[src/rtl/ir_calc_sequencer.sv]
// Key-entry sequencer: builds two 0-99 operands from IR key strobes, fires the ALU, latches its result.
// Keys act at the detecting edge; the result latches ALU_LAT edges after aluGo; no backpressure.
module ir_calc_sequencer #(
    parameter int unsigned ALU_LAT = 2,
    parameter logic [7:0]  KEY_ADD = 8'h1A,
    parameter logic [7:0]  KEY_SUB = 8'h1E,
    parameter logic [7:0]  KEY_EQ  = 8'h12,
    parameter logic [7:0]  KEY_CLR = 8'h0F
) (
    input  logic       CLOCK_50,
    input  logic       RESET,
    input  logic       okBit,
    input  logic [7:0] dataDec,
    input  logic [7:0] aluRes,
    input  logic       aluSign,
    output logic [7:0] A,
    output logic [7:0] B,
    output logic       opSel,
    output logic       aluGo,
    output logic [7:0] result,
    output logic       resSign,
    output logic       resValid,
    output logic [1:0] state
);

    typedef enum logic [1:0] {
        ENTER_A = 2'd0,
        ENTER_B = 2'd1,
        WAIT    = 2'd2,
        SHOW    = 2'd3
    } state_t;

    state_t     state_q;
    logic       ok_prev_q;
    logic [1:0] cnt_a_q;
    logic [1:0] cnt_b_q;
    logic [3:0] wait_cnt_q;
    logic [7:0] a_q;
    logic [7:0] b_q;
    logic [7:0] result_q;
    logic       op_sel_q;
    logic       alu_go_q;
    logic       res_sign_q;
    logic       res_valid_q;

    logic       key_evt;
    logic       is_digit;
    logic       is_op;
    logic       is_sub;
    logic       is_eq;
    logic       is_clr;
    logic [7:0] digit_val;
    logic [7:0] a_d;
    logic [7:0] b_d;

    // Digit codes take precedence so a colliding key parameter can never hijack a digit.
    always_comb begin
        key_evt   = okBit & ~ok_prev_q;
        is_digit  = (dataDec < 8'd10);
        is_sub    = ~is_digit & (dataDec == KEY_SUB);
        is_op     = ~is_digit & ((dataDec == KEY_ADD) | (dataDec == KEY_SUB));
        is_eq     = ~is_digit & ~is_op & (dataDec == KEY_EQ);
        is_clr    = ~is_digit & ~is_op & ~is_eq & (dataDec == KEY_CLR);
        digit_val = {4'd0, dataDec[3:0]};
        a_d       = (a_q * 8'd10) + digit_val;
        b_d       = (b_q * 8'd10) + digit_val;
    end

    always_ff @(posedge CLOCK_50) begin
        if (RESET) begin
            state_q     <= ENTER_A;
            ok_prev_q   <= 1'b0;
            cnt_a_q     <= 2'd0;
            cnt_b_q     <= 2'd0;
            wait_cnt_q  <= 4'd0;
            a_q         <= 8'd0;
            b_q         <= 8'd0;
            result_q    <= 8'd0;
            op_sel_q    <= 1'b0;
            alu_go_q    <= 1'b0;
            res_sign_q  <= 1'b0;
            res_valid_q <= 1'b0;
        end else begin
            ok_prev_q <= okBit;
            alu_go_q  <= 1'b0;
            if (key_evt && is_clr) begin
                state_q     <= ENTER_A;
                cnt_a_q     <= 2'd0;
                cnt_b_q     <= 2'd0;
                wait_cnt_q  <= 4'd0;
                a_q         <= 8'd0;
                b_q         <= 8'd0;
                result_q    <= 8'd0;
                op_sel_q    <= 1'b0;
                res_sign_q  <= 1'b0;
                res_valid_q <= 1'b0;
            end else begin
                case (state_q)
                    ENTER_A: begin
                        if (key_evt && is_digit && (cnt_a_q < 2'd2)) begin
                            a_q     <= a_d;
                            cnt_a_q <= cnt_a_q + 2'd1;
                        end else if (key_evt && is_op) begin
                            op_sel_q <= is_sub;
                            state_q  <= ENTER_B;
                        end
                    end
                    ENTER_B: begin
                        if (key_evt && is_digit && (cnt_b_q < 2'd2)) begin
                            b_q     <= b_d;
                            cnt_b_q <= cnt_b_q + 2'd1;
                        end else if (key_evt && is_op) begin
                            op_sel_q <= is_sub;
                        end else if (key_evt && is_eq) begin
                            alu_go_q   <= 1'b1;
                            wait_cnt_q <= 4'(ALU_LAT);
                            state_q    <= WAIT;
                        end
                    end
                    WAIT: begin
                        // Count reaches 1 on the ALU_LAT-th edge after the go edge.
                        if (wait_cnt_q <= 4'd1) begin
                            result_q    <= aluRes;
                            res_sign_q  <= aluSign;
                            res_valid_q <= 1'b1;
                            wait_cnt_q  <= 4'd0;
                            state_q     <= SHOW;
                        end else begin
                            wait_cnt_q <= wait_cnt_q - 4'd1;
                        end
                    end
                    SHOW: begin
                        if (key_evt && is_digit) begin
                            a_q         <= digit_val;
                            cnt_a_q     <= 2'd1;
                            b_q         <= 8'd0;
                            cnt_b_q     <= 2'd0;
                            res_valid_q <= 1'b0;
                            state_q     <= ENTER_A;
                        end
                    end
                    default: state_q <= ENTER_A;
                endcase
            end
        end
    end

    assign A        = a_q;
    assign B        = b_q;
    assign opSel    = op_sel_q;
    assign aluGo    = alu_go_q;
    assign result   = result_q;
    assign resSign  = res_sign_q;
    assign resValid = res_valid_q;
    assign state    = state_q;

endmodule

[config.mk]
export PLATFORM = sky130hd
export DESIGN_NAME = ir_calc_sequencer
export DESIGN_NICKNAME = d
export VERILOG_FILES = /design/src/rtl/ir_calc_sequencer.sv
export SDC_FILE = /design/constraint.sdc
export NUM_CORES = 1
export LEC_CHECK = 0
export CAP_MARGIN = 10
export CORE_MARGIN = 3
export CORE_UTILIZATION = 55
export DETAILED_ROUTE_END_ITERATION = 8
export PLACE_DENSITY_LB_ADDON = 0.15
export SYNTH_ARGS = -nofsm -noshare
export SYNTH_HDL_FRONTEND = slang
export SYNTH_SLANG_ARGS = --single-unit
[constraint.sdc]
create_clock -name CLOCK_50 -period 7.3 [get_ports CLOCK_50]
set_input_delay 0.73 -clock CLOCK_50 [delete_from_list [all_inputs] [get_ports CLOCK_50]]
set_output_delay 0.73 -clock CLOCK_50 [all_outputs]
set_load 0.01 [all_outputs]
==> results.txt <==
The run gives 2,012 as the via count of the first global-routing pass. By area the synthesized netlist is led by sky130_fd_sc_hd__dfxtp_1 32%, sky130_fd_sc_hd__ha_1 13%, sky130_fd_sc_hd__nor2_1 4.5%. Among all stages on the critical path, the largest delay is contributed by sky130_fd_sc_hd__clkdlybuf4s50_1.

The internal portion of the total power is 0.309 mW. Setup repair after global routing left no endpoint under its margin. Sink count of the clock tree: 39.

The flow ran to the end, and the final reports show no timing, DRC or antenna violations. The min-delay analysis places its worst path in the category reg2reg. The tools report the count of boundary I/O pins as 50. The net count of the finished layout is 369. The filler cells instantiated in the layout total 351.

The tools report the number of nets produced by synthesis as 322. Summed over all layers, the routed wires come to 5550 microns. The detailed router finished its first iteration with 78 violations. The run gives 0.439 as the relative slew slack. The run gives 0 as the number of hold violations in the final report. The final route contains 2,126 vias. In the final timing run, aggregate negative setup slack is 0 ns.

The combinational fraction of design power came out at 0.141. After technology mapping, the gate count stands at 272. The core region is 4140 sq um. For this design the ratio of total power to cell area is 140 nW/um^2. In the final routing, the length of wire on met1 measures 2700 microns.

The worst path in the final design needs a cycle of 2.79 ns, including I/O delays and setup. At the worst endpoint, the arrival time is 2.94 ns. The number of gates resized after CTS was 0.

The cell class contributing the biggest share of worst-path delay is buffers and inverters. The tools report the worst-skew pair later-pin latency as 0.29 ns. STA classifies the critical path startpoint as an input port. The count of antenna-violating nets left after detailed routing is 0. In the routed design, unresolved DRC markers number 0. At the pin with the least slew margin, the transition time is 0.841 ns.

The combined buffer and inverter count along the critical path was 1; the number of hold buffers added after cts was 0. From left edge to right edge, the die measures 72.5 microns. Summed over all nets, wire length on met2 after detailed routing comes to 2490 microns.

Total cell area at the placement stage: 2930 sq um. Setup slack on the critical path of the routed design comes to 4.51 ns. The synthesized design spends more area on one cell type than any other, namely sky130_fd_sc_hd__dfxtp_1.

The clock network power share is 0.344, and the total clock buffers created by CTS is 5. The tools report the post-synthesis sequential area ratio as 0.321. The clock tree synthesis step divided the H-tree into 2 levels. The number of flip-flops and latches in the synthesized netlist came out at 39. In this run the top signal layer used is met4. The total length of routed met3 wires was 310 microns; the switching part of the total was 0.270. In this run, distinct cell masters in the synthesized netlist total 43. Based on the critical path, the design can be clocked at up to 358 MHz. The floorplan die area was 5250 sq um; the die height was 72.5 microns. The tools report the overflow left after global routing as 0. During synthesis, Yosys emitted a total of 0 warnings. The fraction of layout cells with a size suffix above 1 came out at 0.0563. A synthesized cell averages 8.93 sq um.

After synthesis the cells add up to 2430 sq um. Port buffering added 49 buffers. The relative contribution of sequential cells to total power is 0.515, and the post-layout instance area is 3020 sq um. The post-detailed-route via-to-cell ratio is 5.75, and the leakage power summed over all cells is 1.18 nW. Row generation in the floorplan step produced 23 rows. The post-CTS setup buffer count is 0.

By count the netlist is led by 39 x sky130_fd_sc_hd__dfxtp_1, 29 x sky130_fd_sc_hd__nor2_1, 26 x sky130_fd_sc_hd__ha_1. Among all cell types in the netlist, the one instantiated most often is sky130_fd_sc_hd__dfxtp_1. Dividing the detail-routed wire length by the instance count gives 15.0 microns.

The final critical-path share of the clock period is 0.382, and the number of flops mapped to enable cells by yosys is 0. Number of antenna violations at the first check in global routing: 0. For this run, the leading register cell type out of synthesis is sky130_fd_sc_hd__dfxtp_1. Routability-driven placement finished with a final weighted congestion of 0.784. The share of the synthesized area in the top cell type came out at 0.321. In this run the worst path has a maximum fanout of 6. Setup violations remaining at the end of the flow were counted as 0. The worst-case IR drop observed on VDD is 99.5 uV.

The tools report the setup slack after placement as 4.20 ns. For the first-pass GRT wire length, the log shows 9410 microns. Walking the worst path, the cells encountered are clkdlybuf4s50_1 -> ha_1 -> fa_1 -> a21oi_1 -> nor4b_1 -> xnor3_1 -> a22oi_1 -> nor2_1.

For this design the total switching power over the nets is 0.114 mW. For the largest net degree at the start of global routing, the log shows 39. The run gives 0.00229 ns as the final worst clock skew. The clock tree root buffer cell is sky130_fd_sc_hd__clkbuf_8. The max-slew violation count came out at 0. Summing internal, switching and leakage power gives 0.423 mW. The HPWL after detailed placement came out at 4060 microns.

The number of buffers on the longest clock path is 2. Initial cell density of the core: 0.586. The total routing usage reported by global routing is 0.221, and the share of synthesized flip-flops with an asynchronous set or reset is 0. The clock-pin slew of the registers on the worst-case setup and hold paths was 0.08 ns; the number of antenna repair diodes was 0.

Critical path class: in2reg. Compared with the post-synthesis result, the final layout area differs by 24.2%. The sort of element at the end of the critical path was a flop. The delay of the slowest critical-path stage was 0.56 ns; the number of maximum-capacitance constraint violations was 0. The number of iterations in the first detailed-routing pass came out at 4. STA puts the critical path data required time at 7.45 ns. TritonCTS built the clock tree.
[power groups by stage]
stage | clock network (mW) | logic [mW] | registers [mW]
6_report | 0.146 | 0.0599 | 0.218
4_1_cts | 0.149 | 0.0594 | 0.218
3_5_place_dp | 0 | 0.0590 | 0.223
5_1_grt | 0.158 | 0.0660 | 0.218
2_1_floorplan | 0 | 0.0364 | 0.223
3_3_place_gp | 0 | 0.0580 | 0.223
[worst register-to-register path: cells and delay by family, from the launching register on]
| kind | cells | cell delay [ns] |
|---|---|---|
| compound gates | 1 | 0.16 |
| xor+xnor | 1 | 0.47 |
| fa+ha+maj | 3 | 0.97 |
| buf+inv | 1 | 0.07 |
| flops | 1 | 0.45 |
| simple gates | 2 | 0.49 |
[flip-flops by register name (all words and copies together), names as in the netlist]
name / cells
state: 2
result: 8
cnt_b_q: 2
wait_cnt_q: 4
B: 8
A: 8
opSel: 1
cnt_a_q: 2
resSign: 1
aluGo: 1
ok_prev_q: 1
resValid: 1
[metal layers]
layer  vias up  global-route usage
li1       1061                   -
met2        51               0.349
met5         -                   0
met4         0              0.0553
met1      1007               0.307
met3         7              0.0485
[kinds of logic after synthesis]
kind of cell               synth area share
adders and majority gates             0.167
muxes                                0.0165
and+or+nand+nor                       0.184
AOI/OAI and AO/OA                     0.195
buffers and inverters                0.0515
DFF                                   0.321
xor gates and xnor gates             0.0654
[stage by stage]
stage,cells,hold WS (ns),util
finish,370,0.458,0.728
global route,370,0.473,0.728
detailed placement,362,0.447,0.707
CTS,370,0.458,0.728
global placement,362,0.442,0.707
floorplan,272,0.435,-
[placed cells by master, fill, tap and decap left out, drive strengths merged, types with 2 or more instances in the layout]
cell type      Yosys  layout
fa                 4       4
a211oi             7       7
o21ai             10      10
o31ai              3       3
a21oi             22      22
nor2b              9       9
clkinvlp           0       2
dfxtp             39      39
o2111ai            4       4
mux2i              4       4
xnor2              8       8
or3                2       2
xor2               5       5
nand3             11      11
xnor3              2       2
inv               17      17
o21bai             2       2
nand2             17      17
ha                26      26
a21o               2       2
nor2              29      29
nor3               9       9
clkdlybuf4s50      0      49
nand3b             4       4
o21a               2       2
a22oi             11      11
and3               2       2
clkbuf             6       5
[final cells by class]
class | instances | area (sq um) | share of cell area
clock buffer | 5 | 68.8 | 0.0228
clock inverter | 3 | 20.0 | 0.00663
timing repair buffer | 50 | 498 | 0.165
multi-input combinational | 206 | 1520 | 0.505
inverter | 17 | 63.8 | 0.0211
sequential | 39 | 781 | 0.259
tap | 50 | 62.6 | 0.0207
[final timing paths]
check                           slack, ns  depth (start not counted)       start       to
worst max-delay path                 4.51                          8  dataDec[1]     B[7]
worst min register to register       0.46                          2     resSign  resSign
worst max register to register       4.56                          8        B[1]     B[7]
worst min-delay path                 0.46                          2     resSign  resSign
Note: power is estimated with default switching activity, not from simulation.
